<file path="src/rtl/eel_pkg.sv">
`default_nettype none
// +--------------------------------------------------------------------------+
// | eel_pkg : shared widths, fetch FSM states and decode packet type         |
// | Rev 1.0                                                                  |
// +--------------------------------------------------------------------------+
package eel_pkg;

  localparam int unsigned XLEN = 32;
  localparam int unsigned ILEN = 32;

  typedef enum logic [1:0] {
    BOOT  = 2'd0,
    FETCH = 2'd1,
    DRAIN = 2'd2
  } ifetch_state_t;

  typedef struct packed {
    logic [XLEN-1:0] pc;
    logic [ILEN-1:0] instr;
  } fetch_pkt_t;

endpackage
`default_nettype wire

</file>
<file path="src/rtl/eel_ifetch_fifo.sv">
`default_nettype none
// +--------------------------------------------------------------------------+
// | eel_ifetch_fifo : sync FIFO of fetch packets with flush, count, full/empty|
// | Rev 1.0                                                                  |
// +--------------------------------------------------------------------------+
module eel_ifetch_fifo
  import eel_pkg::*;
#(
  parameter int unsigned DEPTH = 2,
  parameter int unsigned AW    = $clog2(DEPTH),
  parameter int unsigned CW    = $clog2(DEPTH) + 1
) (
  input  logic          clk,
  input  logic          rst_n,
  input  logic          flush,
  input  logic          push,
  input  fetch_pkt_t    push_data,
  input  logic          pop,
  output fetch_pkt_t    head,
  output logic [CW-1:0] count,
  output logic          full,
  output logic          empty
);

  fetch_pkt_t    r_mem [DEPTH];
  logic [AW-1:0] r_wr_ptr;
  logic [AW-1:0] r_rd_ptr;
  logic [CW-1:0] r_count;
  logic          w_push;
  logic          w_pop;

  assign empty  = (r_count == '0);
  assign full   = (r_count == CW'(DEPTH));
  assign count  = r_count;
  assign w_pop  = pop & ~empty;
  // A push into a full FIFO is legal when the head leaves on the same edge.
  assign w_push = push & (~full | w_pop);

  always_ff @(posedge clk or negedge rst_n) begin
    if (!rst_n) begin
      r_wr_ptr <= '0;
      r_rd_ptr <= '0;
      r_count  <= '0;
    end else if (flush) begin
      r_wr_ptr <= '0;
      r_rd_ptr <= '0;
      r_count  <= '0;
    end else begin
      if (w_push) r_wr_ptr <= r_wr_ptr + AW'(1);
      if (w_pop)  r_rd_ptr <= r_rd_ptr + AW'(1);
      r_count <= r_count + CW'(w_push) - CW'(w_pop);
    end
  end

  always_ff @(posedge clk) begin
    if (w_push && !flush) r_mem[r_wr_ptr] <= push_data;
  end

  assign head = empty ? '0 : r_mem[r_rd_ptr];

endmodule
`default_nettype wire

</file>
<file path="src/rtl/eel_ifetch.sv">
`default_nettype none
// +--------------------------------------------------------------------------+
// | eel_ifetch : EEL instruction-fetch front end (PC, IMEM requests, buffer)  |
// | Optional EEL_IFETCH_PERF_EN adds saturating stall/flush counters.        |
// | Rev 1.0                                                                  |
// +--------------------------------------------------------------------------+
module eel_ifetch
  import eel_pkg::*;
#(
  parameter logic [XLEN-1:0] RESET_PC   = 32'h0000_0000,
  parameter int unsigned     FIFO_DEPTH = 2,
  parameter int unsigned     MAX_OUTST  = 2
) (
  input  logic            clk,
  input  logic            rst_n,
  output logic            imem_req,
  output logic [XLEN-1:0] imem_addr,
  input  logic            imem_gnt,
  input  logic            imem_rvalid,
  input  logic [ILEN-1:0] imem_rdata,
  input  logic            redirect,
  input  logic [XLEN-1:0] redirect_pc,
  output logic            dec_valid,
  input  logic            dec_ready,
  output logic [XLEN-1:0] dec_pc,
  output logic [ILEN-1:0] dec_instr
`ifdef EEL_IFETCH_PERF_EN
  ,
  output logic [31:0]     perf_stall_cnt,
  output logic [31:0]     perf_flush_cnt
`endif
);

  localparam int unsigned CW = $clog2(FIFO_DEPTH) + 1;

  ifetch_state_t   r_state;
  ifetch_state_t   w_state_n;
  logic [XLEN-1:0] r_pc;
  logic [XLEN-1:0] w_pc_n;
  logic [XLEN-1:0] w_redir_pc;
  logic [XLEN-1:0] w_tag_pc;
  logic [CW-1:0]   r_outst;
  logic [CW-1:0]   r_discard;
  logic [CW-1:0]   w_outst_n;
  logic [CW-1:0]   w_discard_n;
  logic [CW-1:0]   w_left;
  logic [CW-1:0]   w_count;
  logic            w_issue;
  logic            w_rsp;
  logic            w_push;
  logic            w_pop;
  logic            w_redir;
  logic            w_full;
  logic            w_empty;
  fetch_pkt_t      w_head;
  fetch_pkt_t      w_push_pkt;

  assign w_redir    = redirect & (r_state != BOOT);
  assign w_redir_pc = {redirect_pc[XLEN-1:2], 2'b00};

  // Credit rule: every in-flight request already owns a FIFO slot.
  assign imem_req  = (r_state == FETCH) && !w_full && (r_outst < CW'(MAX_OUTST)) &&
                     ((32'(r_outst) + 32'(w_count)) < FIFO_DEPTH);
  assign imem_addr = r_pc;

  assign w_issue   = imem_req & imem_gnt;
  // Responses with nothing in flight (e.g. stragglers from before a reset) are ignored.
  assign w_rsp     = imem_rvalid & (r_outst != '0);
  assign w_left    = r_outst - CW'(w_rsp);
  assign w_outst_n = w_left + CW'(w_issue);
  assign w_push    = w_rsp & (r_discard == '0) & ~w_redir;
  assign w_pop     = dec_valid & dec_ready;

  // Live requests are contiguous and end at r_pc-4, so the oldest one's PC follows directly.
  assign w_tag_pc   = r_pc - (XLEN'(r_outst - r_discard) << 2);
  assign w_push_pkt = '{pc: w_tag_pc, instr: imem_rdata};

  assign w_pc_n = w_redir ? w_redir_pc :
                  w_issue ? r_pc + 32'd4 : r_pc;

  assign w_discard_n = w_redir ? w_outst_n :
                       (w_rsp && (r_discard != '0)) ? r_discard - CW'(1) : r_discard;

  always_comb begin
    w_state_n = r_state;
    case (r_state)
      BOOT:    w_state_n = FETCH;
      FETCH:   if (w_redir && (w_left != '0)) w_state_n = DRAIN;
      DRAIN:   if (w_discard_n == '0) w_state_n = FETCH;
      default: w_state_n = BOOT;
    endcase
  end

  always_ff @(posedge clk or negedge rst_n) begin
    if (!rst_n) begin
      r_state   <= BOOT;
      r_pc      <= RESET_PC;
      r_outst   <= '0;
      r_discard <= '0;
    end else begin
      r_state   <= w_state_n;
      r_pc      <= w_pc_n;
      r_outst   <= w_outst_n;
      r_discard <= w_discard_n;
    end
  end

  eel_ifetch_fifo #(
    .DEPTH (FIFO_DEPTH)
  ) u_fifo (
    .clk       (clk),
    .rst_n     (rst_n),
    .flush     (w_redir),
    .push      (w_push),
    .push_data (w_push_pkt),
    .pop       (w_pop),
    .head      (w_head),
    .count     (w_count),
    .full      (w_full),
    .empty     (w_empty)
  );

  assign dec_valid = ~w_empty;
  assign dec_pc    = w_head.pc;
  assign dec_instr = w_head.instr;

`ifdef EEL_IFETCH_PERF_EN
  logic [31:0] r_stall_cnt;
  logic [31:0] r_flush_cnt;

  always_ff @(posedge clk or negedge rst_n) begin
    if (!rst_n) begin
      r_stall_cnt <= '0;
      r_flush_cnt <= '0;
    end else begin
      if ((r_state == FETCH) && !dec_valid && (r_stall_cnt != '1)) r_stall_cnt <= r_stall_cnt + 32'd1;
      if (w_redir && (r_flush_cnt != '1)) r_flush_cnt <= r_flush_cnt + 32'd1;
    end
  end

  assign perf_stall_cnt = r_stall_cnt;
  assign perf_flush_cnt = r_flush_cnt;
`endif

endmodule
`default_nettype wire
</file>
<file path="config.mk">
export PLATFORM = sky130hd
export DESIGN_NAME = eel_ifetch
export DESIGN_NICKNAME = d
export VERILOG_FILES = /design/src/rtl/eel_pkg.sv /design/src/rtl/eel_ifetch_fifo.sv /design/src/rtl/eel_ifetch.sv
export SDC_FILE = /design/constraint.sdc
export NUM_CORES = 1
export LEC_CHECK = 0
export BUFFER_PORTS_ARGS = -buffer_cell sky130_fd_sc_hd__buf_2
export CAP_MARGIN = 20
export CORE_UTILIZATION = 58
export CTS_BUF_LIST = sky130_fd_sc_hd__clkbuf_8
export DETAILED_ROUTE_END_ITERATION = 10
export PLACE_DENSITY = 0.87
export SYNTH_ARGS = -nofsm -noshare
export SYNTH_HDL_FRONTEND = slang
export SYNTH_SLANG_ARGS = --single-unit
</file>
<file path="constraint.sdc">
create_clock -name clk -period 8.45 [get_ports clk]
set_input_delay 0 -clock clk [delete_from_list [all_inputs] [get_ports clk]]
set_output_delay 0 -clock clk [all_outputs]
set_load 0.01 [all_outputs]
</file>
==> flow_summary.ini, run 1 <==
[status]
outcome = finished clean

[setup_path]
timing.reg2reg.setup_slack_ns = 4.56
ff2ff_path_depth = 13
worst-path-max-fanout = 25
required_ns = 8.64
setup.worst_path.start_class = flop
crit_type = flop to flop
crit_path_cell_trace = inv_1 > ha_1 > inv_1 > fa_1 > buf_16 > ha_1 > and4_1 > o211ai_1 > a21oi_1 > nor2_1 > o31ai_1 > a41oi_1 > xnor2_1
end_kind = flop
arrival_ns = 4.08
worst_reg2reg_path_startpoint = r_outst[0]
cpMaxStageDelayCell = fa_1
crit-reg2reg-capture = u_fifo.r_mem[0][58]
timing.critical_path.slowest_cell_delay_ns = 0.56

[finish]
final_area_mm2 = 0.0106
final_nets = 1087
num_antenna_cells = 0
drive_above_1_share = 0.216
stdcell_count = 1171
synthToLayoutAreaGrowth_pct = 23.2
final_common_cell = buf_2
utilization = 0.730
final_cell_mix = 161 x buf_2, 124 x edfxtp_1, 89 x nor2_1

[placed_design]
place_congestion = 0.901
detailedPlacementHpwl_um = 11900
place.detailed.instances = 1071
port_buffers = 161
preCtsSetupSlack_ns = 4.41
detailed_place.area_mm2 = 0.00953

[sta]
timing.fmax_mhz = 257
final.setup.tns_ns = 0
clock_skew_ns = 0.0110
timing.final.max_slew_violations = 0
finalSetupViolations = 0
timing.slew.headroom = 0.267
final.hold.worst_slack_ns = 0.0685
final.period_utilization = 0.461
final-hold-violation-count = 0
setup_repair_after_global_routing_missed_its_margin = no
post-route-min-period_ns = 3.89
final.setup.worst_slack_ns = 4.56
worst_slew_pin_slew_ns = 1.10

[synth]
synth_cells = 753
post_synth_main_area_contributors = edfxtp_1 43%, dfrtp_1 12%, mux2i_1 7.4%
synthDominantAreaCellType = edfxtp_1
synth_enable_flop_cells = 124
syn_area_per_cell_um2 = 11.4
ys_seq_elements = 164
synthesis.area_mm2 = 0.00858
netlist.area_leader.share = 0.434
ys.warnings.count = 0
synthFlopType = edfxtp_1
number_of_distinct_library_cells_after_synthesis = 56
synth.yosys.seq_area_share = 0.551
async_reset_ff_frac = 0.244

[floorplan]
initial_core_util = 0.592
rows = 44
core-area_mm2 = 0.0145
die_area_mm2 = 0.0153
die_w_um = 124
die_height_um = 124
ios = 168

[pwr]
post-layout-total-power_mw = 4.61
power-per-cell-area_mw_per_mm2 = 436
irDropWorstVdd_mv = 0.288
leakagePower_nw = 4.35

[clock_network]
cts_tree = built
tritoncts.num_buffers = 17
cts_max_level = 4
clockRootBuffer = clkbuf_8
max-clock-path-buffers = 2
clkTransAtPathRegs_ns = 0.09
number_of_post_cts_setup_repair_buffers = 0
worstSkewPairLatency_ns = 0.45
clock_sink_count = 164

[drt]
drc_errors = 0
drt.antenna.violating_nets = 0
drt_first_pass_iters = 5
routed_wl_um = 18900
vias_cell = 5.60
drt_iter0_drc = 484
vias = 6555
wire_per_inst_um = 16.1

[grt]
groute.usage.overall = 0.252
antenna_found_initial = 0
first_pass_grt_wire_length_um = 29400
pin_count_of_the_biggest_net_entering_global_routing = 64
vias_in_the_first_global_route = 6114
grt.overflow.total = 0

[hold_path]
hp-class = input port to flop
worstHoldStart = imem_gnt
hold-path-cell-count = 5
endpoint_of_the_worst_hold_timing_path = imem_addr[2]

[job]
cap_violations = 0
==> cell type report <==
type	count	area (µm²)
Clock buffer	17	234
Fill cell	979	3910
Tap cell	184	230
Sequential cell	164	4730
Timing Repair Buffer	233	1530
Clock inverter	15	108
Multi-Input combinational cell	534	3650
Inverter	24	90.1
==> cells in the mapped netlist (2+ instances only) <==
| cell | n |
|---|---|
| o21a_1 | 6 |
| and2_1 | 6 |
| mux2i_1 | 63 |
| fa_1 | 3 |
| and3_2 | 2 |
| and4_1 | 2 |
| dfrtp_1 | 40 |
| o31ai_1 | 3 |
| buf_1 | 6 |
| a31oi_1 | 6 |
| ha_1 | 40 |
| and3_1 | 9 |
| a41oi_1 | 2 |
| buf_4 | 4 |
| nand3_1 | 16 |
| xnor2_1 | 35 |
| o211ai_1 | 5 |
| xor2_1 | 25 |
| nor2b_1 | 3 |
| nand4_4 | 2 |
| a31o_2 | 3 |
| nand2_1 | 63 |
| nor4_1 | 6 |
| a211oi_1 | 2 |
| o21bai_1 | 3 |
| o21ai_1 | 4 |
| a21boi_0 | 2 |
| nand4_1 | 8 |
| o21ai_0 | 45 |
| a21oi_1 | 32 |
| nand2b_1 | 4 |
| nor2_1 | 90 |
| a21o_1 | 16 |
| clkbuf_1 | 24 |
| edfxtp_1 | 124 |
| inv_1 | 23 |
| nor3_1 | 7 |
==> worst max-delay path, delay by kind of cell (launching register included) <==
kind	cells	cell delay, ns
adder cells (fa/ha/maj)	3	1.14
AO/OA/AOI/OAI	4	1.10
buffers and inverters	3	0.43
AND/OR/NAND/NOR	2	0.39
flip-flops	1	0.38
XOR/XNOR	1	0.18
==> logic make-up after synthesis <==
group                      synth area share
AOI/OAI and AO/OA                    0.0948
xor gates and xnor gates             0.0613
adders and majority gates            0.0654
buffers and inverters                0.0271
DFF                                   0.551
muxes                                0.0735
other                              0.000437
and+or+nand+nor                       0.127
==> report_power, final <==
group	switching, mW	internal, mW
clock	0.296	0.203
sequential	0.227	1.28
combinational	1.51	1.09
==> registers in the layout, summed over array words and instances (netlist names) <==
name             flops
u_fifo.r_mem       124
imem_addr           30
r_discard            2
r_outst              2
r_state              2
u_fifo.count         2
u_fifo.r_rd_ptr      1
u_fifo.r_wr_ptr      1
==> worst max path at each step <==
stage,start,endpoint,slack (ns),cells past startpoint
final,r_outst[0],u_fifo.r_mem[0][58],4.56,13
after global placement,r_outst[0],u_fifo.r_mem[0][58],4.46,12
after floorplan,r_state[0],u_fifo.r_wr_ptr,1.03,4
after global routing,r_outst[0],u_fifo.r_mem[0][58],4.36,13
after CTS,r_outst[0],u_fifo.r_mem[0][58],4.32,12
after detailed placement,r_outst[0],u_fifo.r_mem[0][58],4.41,12
==> layer usage <==
metal / up-vias / track usage / part of all wire
met4: 0 / 0.0941 / 0.019
li1: 3146 / - / -
met1: 3143 / 0.330 / 0.43
met3: 27 / 0.0408 / 0.052
met5: - / 0 / 0
met2: 239 / 0.422 / 0.49
==> timing repair <==
action	CTS	global route
endpoints found under the hold margin	138	0
hold buffers	67	0
resized for setup	0	0
No activity file was read; power rests on OpenSTA's default activity.
==> run 2, diff against run 1 <==
--- a/config.mk
+++ b/config.mk
@@ -7,10 +7,10 @@
 export LEC_CHECK = 0
 export BUFFER_PORTS_ARGS = -buffer_cell sky130_fd_sc_hd__buf_2
 export CAP_MARGIN = 20
-export CORE_UTILIZATION = 58
+export CORE_UTILIZATION = 52
 export CTS_BUF_LIST = sky130_fd_sc_hd__clkbuf_8
 export DETAILED_ROUTE_END_ITERATION = 10
-export PLACE_DENSITY = 0.87
+export PLACE_DENSITY = 0.83
 export SYNTH_ARGS = -nofsm -noshare
 export SYNTH_HDL_FRONTEND = slang
 export SYNTH_SLANG_ARGS = --single-unit
==> constraint.sdc (replaced) <==
create_clock -name clk -period 3.5 [get_ports clk]
set_input_delay 0 -clock clk [delete_from_list [all_inputs] [get_ports clk]]
set_output_delay 0 -clock clk [all_outputs]
set_load 0.01 [all_outputs]
==> flow_summary.ini, run 2 (synthesis gave the netlist of run 1 again) <==
[grt]
grtUsageMet2 = 0.397
global_route.usage.met1 = 0.296
pin_count_of_the_biggest_net_entering_global_routing = 66
first_pass_grt_wire_length_um = 30700
antenna_found_initial = 0
grt_util_met3 = 0.0493
top_usage_layer = met2
vias_in_the_first_global_route = 6319
grt.overflow.total = 0
groute.usage.overall = 0.236

[placed_design]
detailedPlacementHpwl_um = 12600
port_buffers = 161
detailed_place.area_mm2 = 0.00976
place_congestion = 0.860
place.detailed.instances = 1120

[clock_network]
cts_tree = built
cts_max_level = 4
number_of_post_cts_setup_repair_buffers = 0
max-clock-path-buffers = 2
worstSkewPairLatency_ns = 0.45
tritoncts.num_buffers = 17
clkTransAtPathRegs_ns = 0.08
clock_sink_count = 164
clockRootBuffer = clkbuf_8

[pwr]
irDropWorstVdd_mv = 0.626
power-per-cell-area_mw_per_mm2 = 1070
power_frac_comb = 0.584
leakagePower_nw = 4.46
switching_share = 0.432
p_switching_mw = 5.00
p_seq_frac = 0.307
clockPowerShare = 0.109
cell_internal_pwr_mw = 6.57

[floorplan]
die_w_um = 130
core-area_mm2 = 0.0160
die_area_mm2 = 0.0170
ios = 168
die_height_um = 130
initial_core_util = 0.536
rows = 46

[drt]
vias = 6607
routed_wl_um = 19800
vias_cell = 5.43
drt_iter0_drc = 367
wire_per_inst_um = 16.2
drt_first_pass_iters = 5
drt.antenna.violating_nets = 0
drc_errors = 0

[setup_path]
required_ns = 3.69
worst-path-max-fanout = 32
setup.worst_path.start_class = flop
crit_type = flop to flop
timing.reg2reg.setup_slack_ns = 0.21
arrival_ns = 3.48
end_kind = flop

[finish]
synthToLayoutAreaGrowth_pct = 26.2
drive_above_1_share = 0.233
final_nets = 1102
seq_area_mm2 = 0.00473
top_register = u_fifo.r_mem
final_cell_mix = 161 x buf_2, 124 x edfxtp_1, 89 x nor2_1
stdcell_count = 1217
final_area_mm2 = 0.0108
num_antenna_cells = 0
fillerInstances = 1175
max_ffs_per_register = 124
total_area_of_multi_input_combinational_cells_mm2 = 0.00370
final_common_cell = buf_2

[sta]
final.period_utilization = 0.939
finalSetupViolations = 0
final.hold.worst_slack_ns = 0.0889
post-route-min-period_ns = 3.29
clock_skew_ns = 0.0137
timing.fmax_mhz = 304
worst_slew_pin_slew_ns = 0.912
timing.final.max_slew_violations = 0
final-hold-violation-count = 0
timing.slew.headroom = 0.392

[hold_path]
hp-class = input port to flop

[status]
outcome = finished clean

[job]
cap_violations = 0
[run 2: cell types whose count changed in the layout (fill, tap and decap cells not counted), sizes merged]
cell / before / now
dlygate4sd3: 67 / 66
bufinv: 0 / 2
buf: 166 / 182
clkinvlp: 5 / 2
[run 2: final cells by class]
cell class / count / area share
Clock buffer: 17 / 0.0216
Clock inverter: 14 / 0.0111
Inverter: 24 / 0.00832
Multi-Input combinational cell: 534 / 0.342
Sequential cell: 164 / 0.437
Tap cell: 216 / 0.0250
Timing Repair Buffer: 248 / 0.155
[run 2: final timing paths]
kind,cells past startpoint,end,from
setup / recovery,14,u_fifo.r_mem[1][59],r_outst[0]
hold / removal,5,imem_addr[2],imem_gnt
setup reg to reg,14,u_fifo.r_mem[1][59],r_outst[0]
hold reg to reg,1,r_state[0],r_state[1]
max in group asynchronous,2,u_fifo.r_rd_ptr,rst_n
min in group asynchronous,2,r_state[0],rst_n
[run 2: timing repair]
item,CTS,global route
resized for setup,0,12
endpoints found under the hold margin,138,0
setup endpoints to repair,0,20
hold buffers,66,0
[run 2: per-stage QoR]
step | setup TNS, ns | power [mW] | setup WS [ns] | utilization
floorplan | 0 | 8.07 | 0.0958 | -
global placement | 0 | 9.81 | 0.225 | 0.610
detailed placement | 0 | 10.0 | 0.119 | 0.610
CTS | 0 | 11.4 | 0.0963 | 0.673
global route | -0.0000191 | 12.4 | -0.0000191 | 0.676
finish | 0 | 11.6 | 0.213 | 0.676
[run 2: worst max-delay path, stage by stage (launching register included)]
cell and delay [ns]:
dfrtp_1 0.38, inv_1 0.11, ha_1 0.16, inv_1 0.04, fa_1 0.41, buf_12 0.20, ha_1 0.41, a21o_1 0.25
a21o_1 0.18, a21oi_1 0.18, nand2_1 0.08, a31oi_1 0.17, buf_4 0.17, o21ai_0 0.11, xor2_1 0.17
[run 2: power groups by stage]
| stage | Clock, mW | Combinational (mW) | Sequential (mW) |
|---|---|---|---|
| 5_1_grt | 1.36 | 7.46 | 3.60 |
| 2_1_floorplan | 0 | 4.59 | 3.48 |
| 3_5_place_dp | 0 | 6.47 | 3.57 |
| 6_report | 1.26 | 6.76 | 3.55 |
| 3_3_place_gp | 0 | 6.26 | 3.55 |
| 4_1_cts | 1.29 | 6.58 | 3.53 |
[run 2: metal layers]
layer | vias to the layer above | wire length, µm | share of wire
met1 | 3147 | 8650 | 0.44
met3 | 40 | 1200 | 0.061
met5 | - | 0 | 0
met4 | 0 | 501 | 0.025
li1 | 3190 | - | -
met2 | 230 | 9410 | 0.48
